<file path="src/rtl/fiber_evt_pkg.sv">
// rtl/fiber_evt_pkg.sv - shared constants and helpers for the fiber event merger
// Purpose: FSM state encoding, default trailer tag, END-word field layout and
//          the trailer-detect helper used by fiber_evt_merger.
// Ports: none (package).
package fiber_evt_pkg;

    localparam logic [1:0] ST_ARB  = 2'd0;
    localparam logic [1:0] ST_XFER = 2'd1;
    localparam logic [1:0] ST_END  = 2'd2;

    localparam int         TAG_W           = 5;
    localparam logic [4:0] DEF_TRAILER_TAG = 5'b10001;

    // END word layout: tag in the top TAG_W bits, error bit just below it,
    // channel field directly above the word count, count at the bottom.
    localparam int END_ERR_FROM_MSB = TAG_W;
    localparam int END_CH_W         = 4;
    localparam int END_CNT_OFS      = 0;

    function automatic logic is_trailer(input logic [TAG_W-1:0] top_bits,
                                        input logic [TAG_W-1:0] tag);
        return top_bits == tag;
    endfunction

endpackage

</file>
<file path="src/rtl/fiber_rr_arbiter.sv">
// rtl/fiber_rr_arbiter.sv - combinational round-robin channel picker
// Purpose: returns the first requesting channel searching upward from last+1
//          (wrapping at NCH). The registered choice lives in the parent.
// Ports:
//   req   in  NCH  request vector (channel non-empty)
//   last  in  CW   index of the channel served last
//   grant out CW   winning channel index
//   valid out 1    at least one channel requests
module fiber_rr_arbiter #(
    parameter  int NCH = 4,
    localparam int CW  = (NCH > 1) ? $clog2(NCH) : 1
) (
    input  logic [NCH-1:0] req,
    input  logic [CW-1:0]  last,
    output logic [CW-1:0]  grant,
    output logic           valid
);

    always_comb begin
        int             sum;
        logic [CW-1:0]  idx;
        sum   = 0;
        idx   = '0;
        grant = '0;
        valid = 1'b0;
        // Offset 1..NCH so the last-served channel is checked last.
        for (int i = 1; i <= NCH; i++) begin
            sum = int'(last) + i;
            if (sum >= NCH) sum = sum - NCH;
            idx = CW'(sum);
            if (!valid && req[idx]) begin
                valid = 1'b1;
                grant = idx;
            end
        end
    end

endmodule

</file>
<file path="src/rtl/fiber_evt_merger.sv">
// rtl/fiber_evt_merger.sv - merges NCH FWFT event FIFOs into one Aurora event FIFO
// Purpose: round-robin block-level merge. A granted channel is drained through
//          its trailer word, then an END word (tag, error, channel, count) is
//          written. Optional starvation timeout under FIBER_EVT_TIMEOUT_EN.
// Ports:
//   CLK, RST           clock, synchronous active-high reset
//   ENABLE             transfer enable
//   IN_FIFO_EMPTY      per-channel empty flags (FWFT)
//   EVB_DATA           per-channel head data, channel k at [k*DW +: DW]
//   IN_FIFO_RD         per-channel read strobe (one-hot or zero)
//   OUT_FIFO_FULL      output FIFO full
//   OUT_FIFO_WR        output write strobe
//   EVT_FIFO_DATA      output data
//   EVT_FIFO_END       marks the END word
//   CUR_CH             channel owning the output
//   BLOCK_COUNT        completed blocks (wraps)
//   TIMEOUT_ERR        sticky starvation flag (0 without FIBER_EVT_TIMEOUT_EN)
module fiber_evt_merger
    import fiber_evt_pkg::*;
#(
    parameter  int         NCH         = 4,
    parameter  int         DW          = 32,
    parameter  logic [4:0] TRAILER_TAG = DEF_TRAILER_TAG,
    parameter  int         WC_W        = 16,
    parameter  int         TIMEOUT     = 1024,
    localparam int         CW          = (NCH > 1) ? $clog2(NCH) : 1
) (
    input  logic              CLK,
    input  logic              RST,
    input  logic              ENABLE,
    input  logic [NCH-1:0]    IN_FIFO_EMPTY,
    input  logic [NCH*DW-1:0] EVB_DATA,
    output logic [NCH-1:0]    IN_FIFO_RD,
    input  logic              OUT_FIFO_FULL,
    output logic              OUT_FIFO_WR,
    output logic [DW-1:0]     EVT_FIFO_DATA,
    output logic              EVT_FIFO_END,
    output logic [CW-1:0]     CUR_CH,
    output logic [31:0]       BLOCK_COUNT,
    output logic              TIMEOUT_ERR
);

    logic [1:0]      state;
    logic [CW-1:0]   cur_ch;
    logic [CW-1:0]   last;
    logic [CW-1:0]   grant;
    logic            grant_valid;
    logic [WC_W-1:0] wc;
    logic [31:0]     blk_cnt;
    logic            blk_err;
    logic            to_hit;
    logic [DW-1:0]   head;
    logic [DW-1:0]   end_word;
    logic            xfer_go;
    logic            end_go;
    logic            is_last;

    fiber_rr_arbiter #(.NCH(NCH)) u_arb (
        .req   (~IN_FIFO_EMPTY),
        .last  (last),
        .grant (grant),
        .valid (grant_valid)
    );

    assign head    = EVB_DATA[int'(cur_ch)*DW +: DW];
    assign xfer_go = (state == ST_XFER) & ENABLE & ~OUT_FIFO_FULL & ~IN_FIFO_EMPTY[cur_ch];
    assign end_go  = (state == ST_END) & ENABLE & ~OUT_FIFO_FULL;
    assign is_last = is_trailer(head[DW-1 -: TAG_W], TRAILER_TAG);

    assign IN_FIFO_RD   = xfer_go ? (NCH'(1) << cur_ch) : '0;
    assign OUT_FIFO_WR  = xfer_go | end_go;
    assign EVT_FIFO_END = (state == ST_END);
    assign CUR_CH       = cur_ch;
    assign BLOCK_COUNT  = blk_cnt;

    always_comb begin
        end_word = '0;
        end_word[DW-1 -: TAG_W]                    = TRAILER_TAG;
        end_word[DW-1-END_ERR_FROM_MSB]            = blk_err;
        end_word[END_CNT_OFS+WC_W +: END_CH_W]     = END_CH_W'(cur_ch);
        end_word[END_CNT_OFS +: WC_W]              = wc;
    end

    always_comb begin
        case (state)
            ST_XFER: EVT_FIFO_DATA = head;
            ST_END:  EVT_FIFO_DATA = end_word;
            default: EVT_FIFO_DATA = '0;
        endcase
    end

`ifdef FIBER_EVT_TIMEOUT_EN
    localparam int TO_W = $clog2(TIMEOUT + 1);

    logic [TO_W-1:0] to_cnt;
    logic            to_err;
    logic            starved;

    // Only cycles where a transfer would otherwise happen count as starved.
    assign starved = (state == ST_XFER) & ENABLE & ~OUT_FIFO_FULL & IN_FIFO_EMPTY[cur_ch];
    assign to_hit  = starved & (to_cnt == TO_W'(TIMEOUT - 1));

    always_ff @(posedge CLK) begin
        if (RST) begin
            to_cnt  <= '0;
            to_err  <= 1'b0;
            blk_err <= 1'b0;
        end else begin
            if (state != ST_XFER || xfer_go) to_cnt <= '0;
            else if (starved)                to_cnt <= to_cnt + 1'b1;
            if (to_hit) begin
                blk_err <= 1'b1;
                to_err  <= 1'b1;
            end else if (end_go) begin
                blk_err <= 1'b0;
            end
        end
    end

    assign TIMEOUT_ERR = to_err;
`else
    assign to_hit      = 1'b0;
    assign blk_err     = 1'b0;
    assign TIMEOUT_ERR = 1'b0;
`endif

    always_ff @(posedge CLK) begin
        if (RST) begin
            state   <= ST_ARB;
            cur_ch  <= '0;
            last    <= CW'(NCH - 1);
            wc      <= '0;
            blk_cnt <= '0;
        end else begin
            case (state)
                ST_ARB: begin
                    if (ENABLE && grant_valid) begin
                        cur_ch <= grant;
                        state  <= ST_XFER;
                    end
                end
                ST_XFER: begin
                    if (xfer_go) begin
                        if (wc != '1) wc <= wc + 1'b1;
                        if (is_last) state <= ST_END;
                    end else if (to_hit) begin
                        state <= ST_END;
                    end
                end
                ST_END: begin
                    if (end_go) begin
                        blk_cnt <= blk_cnt + 32'd1;
                        last    <= cur_ch;
                        wc      <= '0;
                        state   <= ST_ARB;
                    end
                end
                default: state <= ST_ARB;
            endcase
        end
    end

endmodule

</file>
<file path="config.mk">
export PLATFORM = sky130hd
export DESIGN_NAME = fiber_evt_merger
export DESIGN_NICKNAME = d
export VERILOG_FILES = /design/src/rtl/fiber_evt_pkg.sv /design/src/rtl/fiber_rr_arbiter.sv /design/src/rtl/fiber_evt_merger.sv
export SDC_FILE = /design/constraint.sdc
export NUM_CORES = 1
export LEC_CHECK = 0
export BUFFER_PORTS_ARGS = -buffer_cell sky130_fd_sc_hd__buf_2
export CAP_MARGIN = 40
export CORE_AREA = 2 2 98 91
export DETAILED_ROUTE_END_ITERATION = 10
export DIE_AREA = 0 0 100 93
export HOLD_SLACK_MARGIN = 0.05
export PLACE_DENSITY = 0.95
export SYNTH_ARGS = -nofsm -noshare
export SYNTH_HDL_FRONTEND = slang
export SYNTH_HIERARCHICAL = 1
export SYNTH_SLANG_ARGS = --single-unit
</file>
<file path="constraint.sdc">
create_clock -name CLK -period 6.43 [get_ports CLK]
set_input_delay 0.643 -clock CLK [delete_from_list [all_inputs] [get_ports CLK]]
set_output_delay 0.643 -clock CLK [all_outputs]
set_load 0.005 [all_outputs]
</file>
# Word level (Yosys, flattened, before mapping)
# Index checks and enable logic that the tools add are counted.
totals:
  reg_bits: 54
  inputBits: 136
  output_inout_bits: 73
  elab_cells: 90
classes:
  n_addsub: 10
  magnitude_cmp: 9
  n_eq_ne: 9
  shift: 2
  muxes: 33
  bitwise_logic: 9
  reduce_logical: 13
op_table:
  columns: ["operator", "count"]
  rows:
  - ["128-bit by 8-bit variable part select with 32-bit output", 1]
  - ["32-bit case mux with 2 select lines", 1]
  - ["16-bit two-way mux", 3]
  - ["32-bit by 1-bit adder with 32-bit output (second input constant)", 1]
  - ["16-bit case mux with 2 select lines", 1]
  - ["2-bit two-way mux", 12]
  - ["16-bit by 1-bit adder with 16-bit output (second input constant)", 1]
  - ["16-bit inequality test (second input constant)", 1]
  - ["2-bit by 3-bit less-than comparator with 1-bit output (second input constant)", 5]
  - ["1-bit binary-select mux with 2-bit select", 5]
  - ["3-bit >= comparator (second input constant)", 3]
  - ["1-bit two-way mux", 9]
  - ["4-bit AND reduction", 2]
  - ["2-bit by 1-bit subtractor with 2-bit output (second input constant)", 4]
  - ["2-bit by 2-bit adder with 3-bit output (second input constant)", 2]
  - ["2-bit inequality test (second input constant)", 3]
  - ["2-bit case mux with 3 select lines", 1]
  - ["1-bit bitwise AND", 5]
  - ["5-bit equality test (second input constant)", 1]
  - ["2-bit by 3-bit adder with 4-bit output (second input constant)", 1]
  - ["4-bit by 3-bit >= comparator with 1-bit output (second input constant)", 1]
  - ["1-bit logical AND", 4]
  - ["4-bit two-way mux", 1]
  - ["2-bit by 1-bit inequality test with 1-bit output (second input constant)", 2]
  - ["11 further kinds", 15]

# Depth between registers and ports, before layout
depth:
  word_depth: 18
  mapped_depth: 9
  mapped_depth_nobuf: 7

# Hierarchy
# Netlist, hierarchy kept.
modules_own_cells:
  columns: ["module", "n_inst", "cells_per_inst", "area_per_inst_um2", "seq_area_each_um2"]
  rows:
  - ["fiber_evt_merger", 1, 427, 3940.0, 1081.0]
  - ["fiber_rr_arbiter", 1, 14, 91.3, 0.0]

# Worst setup path after synthesis
# OpenSTA, ideal clock, no wires.
synth_timing:
  path_type: "reg2out"
  from: "register cur_ch[0] (netlist: CUR_CH[0])"
  to: "output port EVT_FIFO_DATA[0]"
  arrival_ps: 1604
  path_slack_ps: 4183
  path_stages_with_launch: 6
  n_path_buf: 3
  cell_sequence: "dfxtp_1 -> buf_6 -> buf_8 -> buf_2 -> mux4_2 -> a22o_1"
synth_via:
  elab_chain_len: 2
synth_rtl:
  columns: ["item", "line", "text"]
  rows:
  - ["start: declaration", "fiber_evt_merger.sv:44", "logic [CW-1:0] cur_ch;"]
  - ["start signal: assignment", "fiber_evt_merger.sv:138", "cur_ch <= grant;"]
  - ["128-bit by 8-bit variable part select with 32-bit output", "fiber_evt_merger.sv:65", "assign head = EVB_DATA[int'(cur_ch)*DW +: DW];"]
  - ["32-bit case mux with 2 select lines", "fiber_evt_merger.sv:85", "case (state)"]
  - ["end: declaration", "fiber_evt_merger.sv:36", "output logic [DW-1:0] EVT_FIFO_DATA,"]
# No other way between the ends.

# Worst setup path in the final report
layout_timing:
  from: "register state[0]"
  to: "output port EVT_FIFO_DATA[4]"
layout_via:
  elab_chain_len: 2
  elab_cells_between_ends: 3
  classes_between: "eq/ne (2); mux (1)"
layout_rtl:
  columns: ["item", "line", "text"]
  rows:
  - ["start: declaration", "fiber_evt_merger.sv:43", "logic [1:0] state;"]
  - ["start signal: assignment", "fiber_evt_merger.sv:129", "state <= ST_ARB;"]
  - ["start signal: assignment", "fiber_evt_merger.sv:139", "state <= ST_XFER;"]
  - ["start signal: assignment", "fiber_evt_merger.sv:145", "if (is_last) state <= ST_END;"]
  - ["2-bit equality test / 2-bit by 1-bit equality test with 1-bit output (equally long branches)", "fiber_evt_merger.sv:85", null]
  - ["32-bit case mux with 2 select lines (*)", "fiber_evt_merger.sv:85", null]
# Every way passes the cells marked *; elsewhere a longest branch is shown, timed or not.

==> results.tsv <==
stage	metric	value	unit
outcome	status	finished clean	
worst_setup_path	biggest cell delay along the critical path	0.71	ns
yosys	Mapped Nets	584	
global_route	global-route wire length before repair	22090	um
sta	max-slew violation count	0	
yosys	xor/xnor share of the synthesized area	0.03911	
power	leak pwr	0.002276	uW
route	Iter 0 DRT Violations	337	
yosys	sequential fraction of the synthesis area	0.2682	
route	total DRC errors in the routed layout	0	
job	max cap viols	0	
clocking	cts-stage hold buffer count	0	
yosys	Synth Flop Type	sky130_fd_sc_hd__dfxtp_1	
clocking	Sink Count	54	
route	DRT antenna net count	0	
worst_setup_path	CP endpoint	EVT_FIFO_DATA[4]	
route	total via count in the routed design	4404	
route	average via count per standard cell	6.025	
yosys	average instance area after synthesis	9.141	um2
floorplan	placeable core region	0.008328	mm2
route	routed wire length per instance	19.03	um
worst_setup_path	path type of the worst setup path	reg2out	
worst_setup_path	Critical Path Start	state[0]$_SDFFE_PP0P_	
cells_and_area	post-route core utilization	0.6220	
yosys	flop and latch count out of synthesis	54	
yosys	fraction of registers with async set/reset	0	
floorplan	overall die width	100	um
sta	minimum clock period after layout	3.140	ns
sta	number of failing hold endpoints at the final stage	0	
yosys	number of distinct library cells after synthesis	54	
yosys	count of flip-flops with a built-in enable after synthesis	0	
worst_setup_path	startpoint of the worst-slack reg-to-reg timing path	state[0]$_SDFFE_PP0P_	
power	power per cell area	182.6	mW/mm2
placement	count of input and output buffers	207	
yosys	main combinational cell family by area after synthesis	simple AND/OR/NAND/NOR gates	
worst_setup_path	cell-by-cell trace of the critical path	inv_1 > ha_1 > and2_1 > a22o_1 > buf_2	
worst_setup_path	worst-case reg-to-reg path depth	7	
cells_and_area	number of fillers in the final layout	743	
clocking	Max Root-Sink Buffers	2	
yosys	share of synthesized cell area in and, or, nand and nor gates	0.2384	
clocking	clock root buffer master	sky130_fd_sc_hd__clkbuf_8	
clocking	Skew-Pair Late Insertion Delay	0.31	ns
floorplan	Vert. Die Dim	93	um
clocking	number of buffers added by the clock tree synthesis step	5	
clocking	buffers inserted by post-CTS timing repair	0	
clocking	number of H-tree levels	2	
sta	setup_tns	0	ns
route	First-pass DRT Iterations	5	
clocking	post-CTS clock slew at the launch and capture registers of the worst setup and hold paths	0.10	ns
yosys	share of cell area taken by muxes after synthesis	0.2107	
sta	worst clock skew on the final layout	0.007989	ns
cells_and_area	post-route standard cell area excluding fillers	0.005180	mm2
global_route	maximum number of pins on one net before global-route repair	49	
sta	upper clock frequency limit	318.5	MHz
worst_setup_path	category of the worst setup path launch point	flip-flop	
cells_and_area	fraction of final layout cells sized beyond drive strength 1	0.4108	
placement	post-detailed-placement half-perimeter wirelength	11130	um
cells_and_area	post-layout net count	770	
cells_and_area	growth of design area from synthesis to finish	28.49	%
global_route	via count of the first global-routing pass	4380	
sta	transition time of the tightest slew-check pin	0.8709	ns
yosys	post-synthesis instance total	441	
placement	routability-driven placement congestion ratio	0.9734	
global_route	antenna violations before repair	2	
sta	Final period util	0.4883	
hold_path	type of the tightest min-delay check	reg2reg	
worst_setup_path	maximum fanout count along the critical path	20	
worst_setup_path	master of the slowest instance on the critical path	sky130_fd_sc_hd__and2_1	
floorplan	num ports	209	
yosys	synthesized cell area	0.004031	mm2
sta	unrepaired setup endpoints after global routing	no	
sta	tightest slew margin relative to the limit	0.4194	
route	total detailed-routing wirelength	13910	um
floorplan	area of the die	0.009300	mm2
yosys	complex-gate fraction of the synthesized area	0.1651	
sta	Setup violations, final	0	
floorplan	row count	32	
worst_setup_path	worst path arrival time	2.50	ns
yosys	Post-Synth Adder-Cell Area	0.02173	
global_route	all-layer global routing usage	0.3002	
placement	Placement Cell Area	0.005065	mm2
worst_setup_path	Worst R2R End	BLOCK_COUNT[20]$_SDFFE_PP0P_	
worst_setup_path	category of the worst setup path capture point	output pin	
power	worst vdd ir	121.8	uV
floorplan	initial standard-cell utilization of the core	0.4841	
worst_setup_path	Required @ worst endpoint	5.79	ns
clocking	CTS tree	built	
clocking	number of gates given a new drive strength after cts	0	
worst_setup_path	reg-to-reg setup timing slack	3.51	ns
yosys	total number of yosys warnings	6	
global_route	GRT overflow	0	
power	total design power	945.7	uW
## area by class of cell
type	instances	area, um2	area share
tap	102	127.6	0.02464
antenna	1	2.502	0.0004831
clock inverter	3	43.79	0.008454
sequential	54	1082	0.2089
multi-input combinational	337	2725	0.5261
clock buffer	5	68.82	0.01329
timing repair buffer	210	1059	0.2043
inverter	19	71.32	0.01377
## critical path, delay by kind of cell, from the launching register on
family          cells  cell delay (ns)
flops               1             0.36
simple gates        1             0.71
fa+ha+maj           1             0.56
compound gates      1             0.31
buf+inv             2             0.25
## power by group
part	switching (uW)	internal, uW	total (uW)
clock network	116	117	233
registers	16.5	345	361
logic	190	161	351
total	323	623	946
## cells in the mapped netlist, types with 11 or more instances
library cell,instances,share of area
sky130_fd_sc_hd__nand4_1,17,0.026
sky130_fd_sc_hd__a22o_1,18,0.039
sky130_fd_sc_hd__nor2_1,34,0.032
sky130_fd_sc_hd__nand2_1,35,0.033
sky130_fd_sc_hd__or4_1,11,0.020
sky130_fd_sc_hd__mux4_2,29,0.16
sky130_fd_sc_hd__and2_1,19,0.029
sky130_fd_sc_hd__nand3_1,14,0.017
sky130_fd_sc_hd__a21oi_1,27,0.034
sky130_fd_sc_hd__dfxtp_1,54,0.27
sky130_fd_sc_hd__o31ai_1,13,0.024
sky130_fd_sc_hd__clkbuf_1,19,0.018
sky130_fd_sc_hd__nor3_1,11,0.014
sky130_fd_sc_hd__inv_1,18,0.017
## metrics by stage
step	setup WS [ns]	cells	hold slack (ns)
6_report	3.290	731	0.4855
5_1_grt	3.097	730	0.4966
4_1_cts	3.297	730	0.4829
3_5_place_dp	3.559	722	0.4680
3_3_place_gp	3.659	722	0.4637
2_1_floorplan	4.183	441	0.4515
## layer usage
metal | track usage | up-vias | wire [um]
li1 | - | 2058 | -
met1 | 0.4020 | 2102 | 5802
met2 | 0.4780 | 212 | 6587
met3 | 0.07773 | 28 | 1147
met4 | 0.09361 | 4 | 350
met5 | 0 | - | 23
## flip-flops by register name, summed over array words and instances, names as in the netlist
name and count:
last 2, wc 16, CUR_CH 2, BLOCK_COUNT 32, state 2
## cell families after synthesis
| kind of cell | Yosys count |
|---|---|
| AO/OA/AOI/OAI | 92 |
| other | 1 |
| flip-flops | 54 |
| buffers and inverters | 50 |
| multiplexers | 42 |
| AND/OR/NAND/NOR | 177 |
| adder cells (fa/ha/maj) | 7 |
| XOR/XNOR | 18 |
## layout by cell type (no fill, tap or decap), drive strengths merged, types with 9 or more instances in the layout
cell	count
buf	210
dfxtp	54
nand2	35
nor2	34
mux4	33
a21oi	28
and2	20
inv	19
a22o	18
nand4	17
nand3	14
o31ai	13
nor3	11
or4	11
xor2	9
xnor2	9
## worst min-delay path by stage
stage	from	end	slack, ns	depth (start not counted)
final	BLOCK_COUNT[31]$_SDFFE_PP0P_	BLOCK_COUNT[31]$_SDFFE_PP0P_	0.49	2
after global routing	BLOCK_COUNT[31]$_SDFFE_PP0P_	BLOCK_COUNT[31]$_SDFFE_PP0P_	0.50	2
after CTS	BLOCK_COUNT[31]$_SDFFE_PP0P_	BLOCK_COUNT[31]$_SDFFE_PP0P_	0.48	2
after detailed placement	BLOCK_COUNT[31]$_SDFFE_PP0P_	BLOCK_COUNT[31]$_SDFFE_PP0P_	0.47	2
after global placement	BLOCK_COUNT[31]$_SDFFE_PP0P_	BLOCK_COUNT[31]$_SDFFE_PP0P_	0.46	2
after floorplan	state[1]$_SDFFE_PP0P_	state[1]$_SDFFE_PP0P_	0.45	2
Power figures use the tool's default switching activity.
